<file path="src/rtl/vga_pkg.sv">
// +------------------------------------------------------------------+
// | vga_pkg: 1024x768@60 raster constants and axis timing helpers     |
// | Revision: 1.0                                                     |
// +------------------------------------------------------------------+
`default_nettype none

package vga_pkg;

    localparam int unsigned TOTAL_HOR_PIXELS = 1344;
    localparam int unsigned TOTAL_VER_PIXELS = 806;
    localparam int unsigned HOR_BLANK_START  = 1024;
    localparam int unsigned HOR_BLANK_END    = 1344;
    localparam int unsigned HOR_SYNC_START   = 1048;
    localparam int unsigned HOR_SYNC_END     = 1184;
    localparam int unsigned VER_BLANK_START  = 768;
    localparam int unsigned VER_BLANK_END    = 806;
    localparam int unsigned VER_SYNC_START   = 771;
    localparam int unsigned VER_SYNC_END     = 777;

    localparam logic        SYNC_POL_POS     = 1'b1;
    localparam int unsigned COUNT_W          = 11;

    typedef struct packed {
        int unsigned total;
        int unsigned blnk_s;
        int unsigned blnk_e;
        int unsigned sync_s;
        int unsigned sync_e;
    } axis_timing_t;

    // Half-open window test [lo, hi)
    function automatic logic in_window(input logic [COUNT_W-1:0] pos,
                                       input logic [COUNT_W-1:0] lo,
                                       input logic [COUNT_W-1:0] hi);
        return (pos >= lo) && (pos < hi);
    endfunction

endpackage

`default_nettype wire

</file>
<file path="src/rtl/vga_axis_counter.sv">
// +------------------------------------------------------------------+
// | vga_axis_counter: wrap counter with registered blank/sync decode  |
// | Revision: 1.0                                                     |
// +------------------------------------------------------------------+
`default_nettype none

module vga_axis_counter
    import vga_pkg::*;
#(
    parameter int unsigned TOTAL    = TOTAL_HOR_PIXELS,
    parameter int unsigned BLNK_S   = HOR_BLANK_START,
    parameter int unsigned BLNK_E   = HOR_BLANK_END,
    parameter int unsigned SYNC_S   = HOR_SYNC_START,
    parameter int unsigned SYNC_E   = HOR_SYNC_END,
    parameter logic        SYNC_POL = SYNC_POL_POS
) (
    input  logic               clk,
    input  logic               rst_n,
    input  logic               inc,
    input  logic               clear,
    output logic [COUNT_W-1:0] count,
    output logic               wrap,
    output logic               blnk,
    output logic               sync
);

    localparam logic [COUNT_W-1:0] LAST    = COUNT_W'(TOTAL - 1);
    localparam logic [COUNT_W-1:0] BLNK_LO = COUNT_W'(BLNK_S);
    localparam logic [COUNT_W-1:0] BLNK_HI = COUNT_W'(BLNK_E);
    localparam logic [COUNT_W-1:0] SYNC_LO = COUNT_W'(SYNC_S);
    localparam logic [COUNT_W-1:0] SYNC_HI = COUNT_W'(SYNC_E);

    logic [COUNT_W-1:0] count_d, count_q;
    logic               blnk_d, blnk_q;
    logic               sync_d, sync_q;

    // Flags decode the next count so they line up with the registered count.
    always_comb begin
        wrap    = inc && (count_q == LAST);
        count_d = count_q;
        if (clear || wrap) begin
            count_d = '0;
        end else if (inc) begin
            count_d = count_q + 1'b1;
        end
        blnk_d = in_window(count_d, BLNK_LO, BLNK_HI);
        sync_d = in_window(count_d, SYNC_LO, SYNC_HI) ? SYNC_POL : ~SYNC_POL;
    end

    always_ff @(posedge clk or negedge rst_n) begin
        if (!rst_n) begin
            count_q <= '0;
            blnk_q  <= 1'b0;
            sync_q  <= ~SYNC_POL;
        end else begin
            count_q <= count_d;
            blnk_q  <= blnk_d;
            sync_q  <= sync_d;
        end
    end

    assign count = count_q;
    assign blnk  = blnk_q;
    assign sync  = sync_q;

endmodule

`default_nettype wire

</file>
<file path="src/rtl/vga_timing_gen.sv">
// +------------------------------------------------------------------+
// | vga_timing_gen: free-running VGA raster timing, frame markers     |
// | Revision: 1.0                                                     |
// +------------------------------------------------------------------+
`default_nettype none

module vga_timing_gen
    import vga_pkg::*;
#(
    parameter int unsigned H_TOTAL  = TOTAL_HOR_PIXELS,
    parameter int unsigned V_TOTAL  = TOTAL_VER_PIXELS,
    parameter int unsigned H_BLNK_S = HOR_BLANK_START,
    parameter int unsigned H_BLNK_E = HOR_BLANK_END,
    parameter int unsigned V_BLNK_S = VER_BLANK_START,
    parameter int unsigned V_BLNK_E = VER_BLANK_END,
    parameter int unsigned H_SYNC_S = HOR_SYNC_START,
    parameter int unsigned H_SYNC_E = HOR_SYNC_END,
    parameter int unsigned V_SYNC_S = VER_SYNC_START,
    parameter int unsigned V_SYNC_E = VER_SYNC_END,
    parameter logic        SYNC_POL = SYNC_POL_POS,
    parameter int unsigned FCNT_W   = 16
) (
    input  logic               clk,
    input  logic               rst_n,
    input  logic               en,
    input  logic               restart,
    output logic [COUNT_W-1:0] hcount,
    output logic [COUNT_W-1:0] vcount,
    output logic               hblnk,
    output logic               vblnk,
    output logic               hsync,
    output logic               vsync,
    output logic               line_start,
    output logic               sof,
    output logic [FCNT_W-1:0]  frame_cnt
);

    localparam axis_timing_t H_TIMING = '{H_TOTAL, H_BLNK_S, H_BLNK_E, H_SYNC_S, H_SYNC_E};
    localparam axis_timing_t V_TIMING = '{V_TOTAL, V_BLNK_S, V_BLNK_E, V_SYNC_S, V_SYNC_E};

    logic h_wrap;
    logic v_wrap;
    logic v_inc;

    logic              line_start_d, line_start_q;
    logic              sof_d, sof_q;
    logic [FCNT_W-1:0] frame_cnt_d, frame_cnt_q;

    assign v_inc = en & h_wrap;

    vga_axis_counter #(
        .TOTAL    (H_TIMING.total),
        .BLNK_S   (H_TIMING.blnk_s),
        .BLNK_E   (H_TIMING.blnk_e),
        .SYNC_S   (H_TIMING.sync_s),
        .SYNC_E   (H_TIMING.sync_e),
        .SYNC_POL (SYNC_POL)
    ) u_h_axis (
        .clk   (clk),
        .rst_n (rst_n),
        .inc   (en),
        .clear (restart),
        .count (hcount),
        .wrap  (h_wrap),
        .blnk  (hblnk),
        .sync  (hsync)
    );

    vga_axis_counter #(
        .TOTAL    (V_TIMING.total),
        .BLNK_S   (V_TIMING.blnk_s),
        .BLNK_E   (V_TIMING.blnk_e),
        .SYNC_S   (V_TIMING.sync_s),
        .SYNC_E   (V_TIMING.sync_e),
        .SYNC_POL (SYNC_POL)
    ) u_v_axis (
        .clk   (clk),
        .rst_n (rst_n),
        .inc   (v_inc),
        .clear (restart),
        .count (vcount),
        .wrap  (v_wrap),
        .blnk  (vblnk),
        .sync  (vsync)
    );

    // A restart re-aligns to the origin and is reported as a new frame,
    // but only a natural frame wrap counts as a completed frame.
    always_comb begin
        line_start_d = restart | h_wrap;
        sof_d        = restart | v_wrap;
        frame_cnt_d  = frame_cnt_q;
        if (!restart && v_wrap) begin
            frame_cnt_d = frame_cnt_q + 1'b1;
        end
    end

    always_ff @(posedge clk or negedge rst_n) begin
        if (!rst_n) begin
            line_start_q <= 1'b0;
            sof_q        <= 1'b0;
            frame_cnt_q  <= '0;
        end else begin
            line_start_q <= line_start_d;
            sof_q        <= sof_d;
            frame_cnt_q  <= frame_cnt_d;
        end
    end

    assign line_start = line_start_q;
    assign sof        = sof_q;
    assign frame_cnt  = frame_cnt_q;

endmodule

`default_nettype wire

</file>
<file path="config.mk">
export PLATFORM = sky130hd
export DESIGN_NAME = vga_timing_gen
export DESIGN_NICKNAME = d
export VERILOG_FILES = /design/src/rtl/vga_pkg.sv /design/src/rtl/vga_axis_counter.sv /design/src/rtl/vga_timing_gen.sv
export SDC_FILE = /design/constraint.sdc
export NUM_CORES = 1
export LEC_CHECK = 0
export CORE_AREA = 2 2 88 90
export CTS_CLUSTER_DIAMETER = 60
export DETAILED_ROUTE_END_ITERATION = 16
export DIE_AREA = 0 0 90 92
export GPL_TIMING_DRIVEN = 0
export HOLD_SLACK_MARGIN = 0.12
export SYNTH_ARGS = -nofsm -noshare
export SYNTH_HDL_FRONTEND = slang
export SYNTH_HIERARCHICAL = 1
export SYNTH_SLANG_ARGS = --single-unit
</file>
<file path="constraint.sdc">
create_clock -name clk -period 4.4 [get_ports clk]
set_input_delay 0.66 -clock clk [delete_from_list [all_inputs] [get_ports clk]]
set_output_delay 0.66 -clock clk [all_outputs]
set_load 0.02 [all_outputs]
</file>
# Word-level counts from Yosys, hierarchy flattened
# Cells that the tools add are included.
totals:
  ff_bits: 44
  in_bits: 4
  wordCells: 41
classes:
  addsub: 3
  order_cmp: 8
  n_eq_ne: 2
  n_mux: 6
  n_bitwise: 3
  reduce_logical: 10
op_table:
  columns: ["operator", "n"]
  rows:
  - ["two-way mux 11 bit", 4]
  - ["adder 11 x 1 -> 11 bit, second input constant", 2]
  - [">= comparator 11 x 10 -> 1 bit, second input constant", 2]
  - [">= comparator 11 bit, second input constant", 2]
  - ["< comparator 11 x 10 -> 1 bit, second input constant", 2]
  - ["< comparator 11 bit, second input constant", 2]
  - ["adder 16 x 1 -> 16 bit, second input constant", 1]
  - ["== test 11 x 10 -> 1 bit, second input constant", 1]
  - ["== test 11 bit, second input constant", 1]
  - ["logical AND 1 bit", 7]
  - ["logical OR 1 bit", 2]
  - ["two-way mux 1 bit", 2]
  - ["bitwise OR 1 bit", 2]
  - ["bitwise AND 1 bit", 1]
  - ["zero test 1 bit", 1]

# Longest topological paths before layout
# Gate-level depths: netlist of run 1.
logic_depth:
  depth_word: 9
  depth_mapped: 10
  depth_no_buf: 10

# Hierarchy
# Netlist of run 1, hierarchy kept.
modules_own_cells:
  columns: ["mod", "instances", "cells_each", "area_per_inst_um2", "seq_area_each_um2"]
  rows:
  - ["vga_axis_counter (u_v_axis)", 1, 93, 888.4, 325.3]
  - ["vga_axis_counter (u_h_axis)", 1, 85, 828.3, 325.3]
  - ["vga_timing_gen", 1, 59, 775.7, 450.4]

# Least setup slack after synthesis of run 1
# No wires, ideal clock.
synth_timing:
  path_kind: "input-to-reg"
  startpoint: "input port en"
  endpoint: "register frame_cnt_q[12], in the netlist frame_cnt[12]"
  setup_ns: 0.129
  t_arrival_ns: 2.604
  required_time_ns: 4.271
  slack_ns: 1.667
  path_stages: 10
  path_buffers: 1
  cell_sequence: "buf_2 nand3_4 nor4b_2 and2_1 nand2_1 nor4_4 nand3b_1 nor3_2 nand4_1 xnor2_1"
synth_between:
  elab_chain_cells: 4
synth_lines:
  columns: ["element", "line_no", "text"]
  rows:
  - ["from (decl)", "vga_timing_gen.sv:25", "input logic en,"]
  - ["logical AND 1 bit", "vga_axis_counter.sv:39", "wrap = inc && (count_q == LAST);"]
  - ["via h_wrap", "vga_timing_gen.sv:41", "logic h_wrap;"]
  - ["bitwise AND 1 bit", "vga_timing_gen.sv:49", "assign v_inc = en & h_wrap;"]
  - ["via v_inc", "vga_timing_gen.sv:43", "logic v_inc;"]
  - ["logical AND 1 bit", "vga_axis_counter.sv:39", null]
  - ["via v_wrap", "vga_timing_gen.sv:42", "logic v_wrap;"]
  - ["logical AND 1 bit", "vga_timing_gen.sv:93", "if (!restart && v_wrap) begin"]
  - ["to (signal assigned)", "vga_timing_gen.sv:106", "frame_cnt_q <= frame_cnt_d;"]
  - ["to (decl)", "vga_timing_gen.sv:47", "logic [FCNT_W-1:0] frame_cnt_d, frame_cnt_q;"]
# The timed path passes the listed nets, and every way through them passes these cells.
# A chain may end at the register's enable or synchronous reset.

# Final worst setup path of run 1
# Ends and elaborated chain as after synthesis.

==> summary.txt, run 1 <==
Setup path
  • Buffers and inverters on the worst path: 2
  • Critical path's top delay family: simple AND/OR/NAND/NOR gates
  • CP max stage delay: 480 ps
  • CP max FO: 7
  • Worst setup path class: input port to flop
  • Arr. time, crit path: 3570 ps
  • Crit-path cells: clkdlybuf4s50_1 > buf_2 > nand3_4 > nor4b_2 > and2_1 > nand2_1 > nor4_4 > nand3b_1 > nor3_2 > nand4_1 > xnor2_1
  • Slowest CP cell: clkdlybuf4s50_1
  • Required time of the worst setup path: 4600 ps
  • Startpoint types: input port
  • Nature of the critical path endpoint: flop

Drt
  • DR vias: 1901
  • First drt pass iteration count: 4
  • DR iter-0 viols: 76
  • DR DRC count: 0
  • Via/cell ratio: 4.813
  • Antenna Nets Post-Route: 0
  • Routed wire length: 5220 µm
  • WL/cell: 13.22 µm

Final layout
  • Nets@finish: 300
  • Commonest non-fill, non-tap cell in the layout: clkdlybuf4s50_1
  • Fillers: 747
  • Most frequent cells in the layout: clkdlybuf4s50_1 (46), dfrtp_1 (44), nor2_1 (22)
  • Area grow syn2layout: 29.07%
  • Layout cell share with drive strength beyond 1: 0.1809
  • Cell area after layout: 3217 µm²
  • Inserted Diodes: 0

Power
  • P_sw: 0.0001724 W
  • Leak: 1.317 nW
  • Clk pwr share: 0.411
  • Peak supply drop: 155.7 µV
  • Sw frac: 0.2258
  • Int Pwr: 0.0005909 W
  • Reg power frac: 0.538
  • Power Density: 237.3 nW/µm²
  • Power share of the combinational group: 0.051

CTS
  • Root Driver: clkbuf_8
  • Max clock buf depth: 2
  • CTS buffer count: 5
  • Worst-path clk slew: 90 ps
  • CTS tree: yes
  • Worst skew pair latency: 300 ps
  • CTS resizes: 0
  • Postcts setup bufs: 0
  • Hold_buf cts: 0
  • H-Tree Depth: 2
  • Clock Sinks: 44

Placed design
  • Placer Congestion: 0.8101
  • Post-DP HPWL: 3840 µm
  • # port buffers: 47
  • Placement Cell Area: 3105 µm²

Timing
  • Worst Tran Pin Value: 491.2 ps
  • Final Skew: 8.355 ps
  • RSZ-0062 raised after global routing: no
  • Pins over their slew limit: 0
  • Final Hold Fails: 0
  • Setup TNS: 0 ps
  • Final worst path period share: 0.7672
  • Peak Freq: 0.2962 GHz
  • Min cycle time layout: 3376 ps
  • Setup-failing EPs final: 0
  • Slew headroom: 0.6715
  • Hold Slack: 308.2 ps

Min path
  • Hold WC Path Type: input port to asynchronous set/reset pin

Synthesis
  • Synth top area share: 0.4418
  • Synth Area in XOR/XNOR: 0.1300
  • Post-synth top area cell: dfrtp_1
  • Synthesized cell area: 2492 µm²
  • Syn_nets: 245
  • Largest family of logic cells by synthesized area: simple AND/OR/NAND/NOR gates
  • Yosys cell types: 58
  • Synth Area in Adders: 0.02008
  • Simple-Gate Fraction of Synth Area: 0.2871
  • YS warnings: 6
  • Register area share after synthesis: 0.4418
  • Area contributors post-synth: dfrtp_1 (44%), xnor2_1 (7.4%), xor2_1 (5.6%), nor2_1 (3.3%), nand2_1 (2.4%)
  • Number of synthesized flops with an enable pin: 0
  • Main synth FF type: dfrtp_1
  • Synth Instances: 237
  • Ys async rst share: 1.000
  • Avg Inst Size Synth: 10.52 µm²
  • Seq cells post-synth: 44
  • Compound-Gate Fraction of Synth Area: 0.06928
  • Mux contribution to synthesized area: 0.01707

GRT
  • Pin count of the biggest net entering global routing: 26
  • Vias in the first global route: 1834
  • Initial antenna violation count: 0
  • GR Overflow Total: 0
  • Tot GR Track Use: 0.1326
  • First-pass GRT wire length: 8880 µm

Floorplanning
  • Core ar.: 7447 µm²
  • Die Ht: 92 µm
  • Number of I/O pins: 48
  • Starting density of the core: 0.3347
  • FP Rows: 32
  • Die area: 8280 µm²
  • Die X: 90 µm

Flow run
  • Max Cap Viol: 0

Run status
  • Status: completed
==> layer usage <==
layer | share of wire | global-route usage | wire length, µm
met2 | 0.49 | 0.2256 | 2537
met1 | 0.47 | 0.1719 | 2458
met4 | 0.011 | 0.03846 | 55
met3 | 0.032 | 0.02629 | 169
met5 | 0 | 0 | 0
==> logic make-up after synthesis <==
group / Yosys count
AND/OR/NAND/NOR: 112
flip-flops: 44
buffers and inverters: 13
adder cells (fa/ha/maj): 4
XOR/XNOR: 37
AO/OA/AOI/OAI: 23
multiplexers: 4
==> Yosys cell counts (3+ instances only) <==
cell type and n:
and3_1 3, and4_1 3, buf_2 5, dfrtp_1 44, ha_1 4, inv_1 3
nand2_1 16, nand2b_1 3, nand3_1 8, nand4_1 9, nor2_1 22, nor2_2 9
nor2b_1 3, nor3_1 7, o21ai_0 8, xnor2_1 21, xor2_1 16
==> metrics by stage <==
step	power (W)	setup WS, ps	cells	util
after detailed placement	0.0004591	669.9	387	0.4170
final	0.0007633	1024	395	0.4320
after CTS	0.0007803	997.1	395	0.4320
after global routing	0.0007978	625.4	395	0.4320
after floorplan	0.0004353	1667	237	-
after global placement	0.0004570	719.7	386	0.4150
==> final timing paths <==
| check | from | to | slack, ps | depth (start not counted) |
|---|---|---|---|---|
| min | rst_n | u_v_axis/count[5] | 310 | 1 |
| min reg2reg | frame_cnt[15] | frame_cnt[15] | 470 | 1 |
| max | en | frame_cnt[12] | 1020 | 11 |
| max reg2reg | u_h_axis/count[0] | frame_cnt[12] | 1300 | 10 |
| min in group clk | frame_cnt[15] | frame_cnt[15] | 470 | 1 |
| max in group asynchronous | rst_n | u_h_axis/blnk | 3600 | 2 |
==> worst register-to-register path, cell delays in order (launching register included) <==
cell and delay [ps]:
dfrtp_1 460, ha_1 310, nand3_4 120, nor4b_2 400
and2_1 290, nand2_1 170, nor4_4 420, nand3b_1 220
nor3_2 310, nand4_1 150, xnor2_1 140
==> flip-flops by register name (all words and copies together) (netlist names) <==
register	count
frame_cnt	16
u_h_axis/count	11
u_v_axis/count	11
line_start	1
sof	1
u_h_axis/blnk	1
u_h_axis/sync	1
u_v_axis/blnk	1
u_v_axis/sync	1
==> power by group through the flow <==
stage               Sequential, W  Combinational, W  Clock, W
floorplan                0.000421         0.0000139         0
global placement         0.000418         0.0000386         0
detailed placement       0.000418         0.0000406         0
CTS                      0.000410         0.0000406  0.000329
global route             0.000411         0.0000435  0.000343
finish                   0.000410         0.0000389  0.000314
==> cell type report <==
type	instances	area [µm²]	area share
Buffer	10	75.07	0.02334
Inverter	3	11.26	0.003501
Tap cell	102	127.6	0.03967
Timing Repair Buffer	48	485.5	0.1509
Clock inverter	3	42.54	0.01322
Clock buffer	5	68.82	0.02139
Sequential cell	44	1101	0.3423
Multi-Input combinational cell	180	1305	0.4057
(Power assumes the default switching activity.)
==> run 2, diff against run 1 <==
- clock period: 4.4 -> 2.89 ns (I/O delays scaled with it)
==> summary.txt, run 2 (same netlist as run 1, synthesis figures left out) <==
Floorplanning
  • Starting density of the core: 0.3347
  • Number of I/O pins: 48
  • Die Ht: 92 µm
  • Die X: 90 µm
  • Die area: 8280 µm²
  • FP Rows: 32
  • Core ar.: 7447 µm²

GRT
  • GR Overflow Total: 0
  • Initial antenna violation count: 0
  • First-pass GRT wire length: 9018 µm
  • Pin count of the biggest net entering global routing: 26
  • Tot GR Track Use: 0.1345
  • Vias in the first global route: 1854

CTS
  • Worst-path clk slew: 90 ps
  • CTS buffer count: 5
  • H-Tree Depth: 2
  • CTS tree: yes
  • Clock Sinks: 44
  • Worst skew pair latency: 300 ps
  • Max clock buf depth: 2
  • Root Driver: clkbuf_8

Power
  • Power Density: 353.4 nW/µm²
  • Reg power frac: 0.537
  • P_sw: 0.0002617 W
  • Peak supply drop: 236.8 µV
  • Leak: 1.368 nW
  • Power share of the combinational group: 0.053
  • Clk pwr share: 0.410
  • Int Pwr: 0.0009020 W
  • Final Power: 0.001164 W
  • Sw frac: 0.2249

Min path
  • WHS Endpoint: frame_cnt[15]
  • Min-Delay Path Depth: 1
  • Hold WC Path Type: flop to flop
  • Hold wc startpoint: frame_cnt[15]

Placed design
  • Placement Cell Area: 3105 µm²
  • # port buffers: 47
  • Placer Congestion: 0.8101
  • Post-DP HPWL: 3840 µm

Timing
  • Hold Slack: 468.8 ps
  • Peak Freq: 0.3791 GHz
  • Final worst path period share: 0.9127
  • Setup-failing EPs final: 0
  • Final Skew: 9.759 ps
  • Pins over their slew limit: 0
  • Final Hold Fails: 0
  • Min cycle time layout: 2638 ps
  • Worst Tran Pin Value: 490.8 ps
  • Slew headroom: 0.6718

Final layout
  • Fillers: 737
  • Cell area after layout: 3293 µm²
  • Multi-input logic area: 1330 µm²
  • Area grow syn2layout: 32.13%
  • Layout cell share with drive strength beyond 1: 0.2114
  • Nets@finish: 305
  • Largest register FFs: 16
  • Storage element area: 1104 µm²
  • Most frequent cells in the layout: clkdlybuf4s50_1 (45), dfrtp_1 (42), xnor2_1 (21), nor2_1 (21), xor2_1 (16)
  • Commonest non-fill, non-tap cell in the layout: clkdlybuf4s50_1
  • Inserted Diodes: 0

Run status
  • Status: completed

Setup path
  • R2R Path Start: u_h_axis/count[9]
  • Worst R2R Path Depth: 9
  • CP max FO: 7
  • Required time of the worst setup path: 3090 ps
  • Startpoint types: flop
  • Nature of the critical path endpoint: flop
  • R2R setup slack: 250 ps
  • Arr. time, crit path: 2830 ps
  • Crit Reg-Reg Endpoint: frame_cnt[12]
  • Worst setup path class: flop to flop

Drt
  • WL/cell: 13.34 µm
  • First drt pass iteration count: 4
  • Routed wire length: 5337 µm
  • Via/cell ratio: 4.800
  • DR DRC count: 0
  • DR vias: 1920
  • DR iter-0 viols: 67
  • Antenna Nets Post-Route: 0

Flow run
  • Max Cap Viol: 0
run 2: cell count changes in the layout (fill, tap and decap cells not counted), sizes merged:
cell	change
dlygate4sd3	+1
buf	+4
clkdlybuf4s50	-1
dlymetal6s2s	+1
run 2: worst max-delay path by stage:
stage                 startpoint             to  slack [ps]  depth (start not counted)
2_1_floorplan  u_h_axis/count[0]  frame_cnt[12]         190                         10
3_3_place_gp                  en  frame_cnt[12]        -560                         11
3_5_place_dp                  en  frame_cnt[12]        -610                         11
4_1_cts                       en  frame_cnt[15]          20                         11
5_1_grt        u_h_axis/count[0]  frame_cnt[12]          -2                         10
6_report       u_h_axis/count[9]  frame_cnt[12]         250                          9
run 2: what timing repair did:
item                       in CTS  in global routing
hold endpoints to repair       19                  0
setup endpoints to repair      16                 15
hold buffers                    1                  0
pin swaps                       5                  8
buffers inserted                3                  1
resized for setup               3                  8
run 2: metrics by stage:
stage | instances | util | setup TNS, ps | setup slack (ps)
global route | 400 | 0.4422 | -2.221 | -2.221
detailed placement | 387 | 0.4170 | -10100 | -613.6
floorplan | 237 | - | 0 | 190.2
CTS | 399 | 0.4382 | 0 | 17.43
finish | 400 | 0.4422 | 0 | 252.4
global placement | 386 | 0.4150 | -9489 | -563.8
run 2: layout make-up:
class | count | share of cell area
flip-flops and latches | 44 | 0.3351
inverters | 3 | 0.003419
repair buffers | 53 | 0.1603
well taps | 102 | 0.03875
multi-input cells | 180 | 0.4039
clock buffers | 5 | 0.02090
clock inverters | 3 | 0.01292
plain buffers | 10 | 0.02470
run 2: layer usage:
metal,GRT usage,vias up,share of wire
met2,0.2312,31,0.49
met4,0.03846,0,0.0051
met1,0.1730,931,0.47
met3,0.02629,2,0.033
met5,0,-,0
li1,-,956,-
run 2: power by group through the flow:
stage	clock (W)	sequential, W	combinational, W
final	0.000477	0.000625	0.0000615
after global placement	0	0.000637	0.0000587
after floorplan	0	0.000642	0.0000212
after detailed placement	0	0.000637	0.0000617
after global routing	0.000523	0.000626	0.0000688
after CTS	0.000501	0.000625	0.0000633
run 2: critical path, stage by stage, from the launching register on:
cell and delay, ps:
dfrtp_1 460, and4bb_1 360, nor4b_4 240, and2_4 210, nand2_2 90, nor4_4 350, nand3b_1 250, nor3_4 280
nand4_1 130, xnor2_1 140
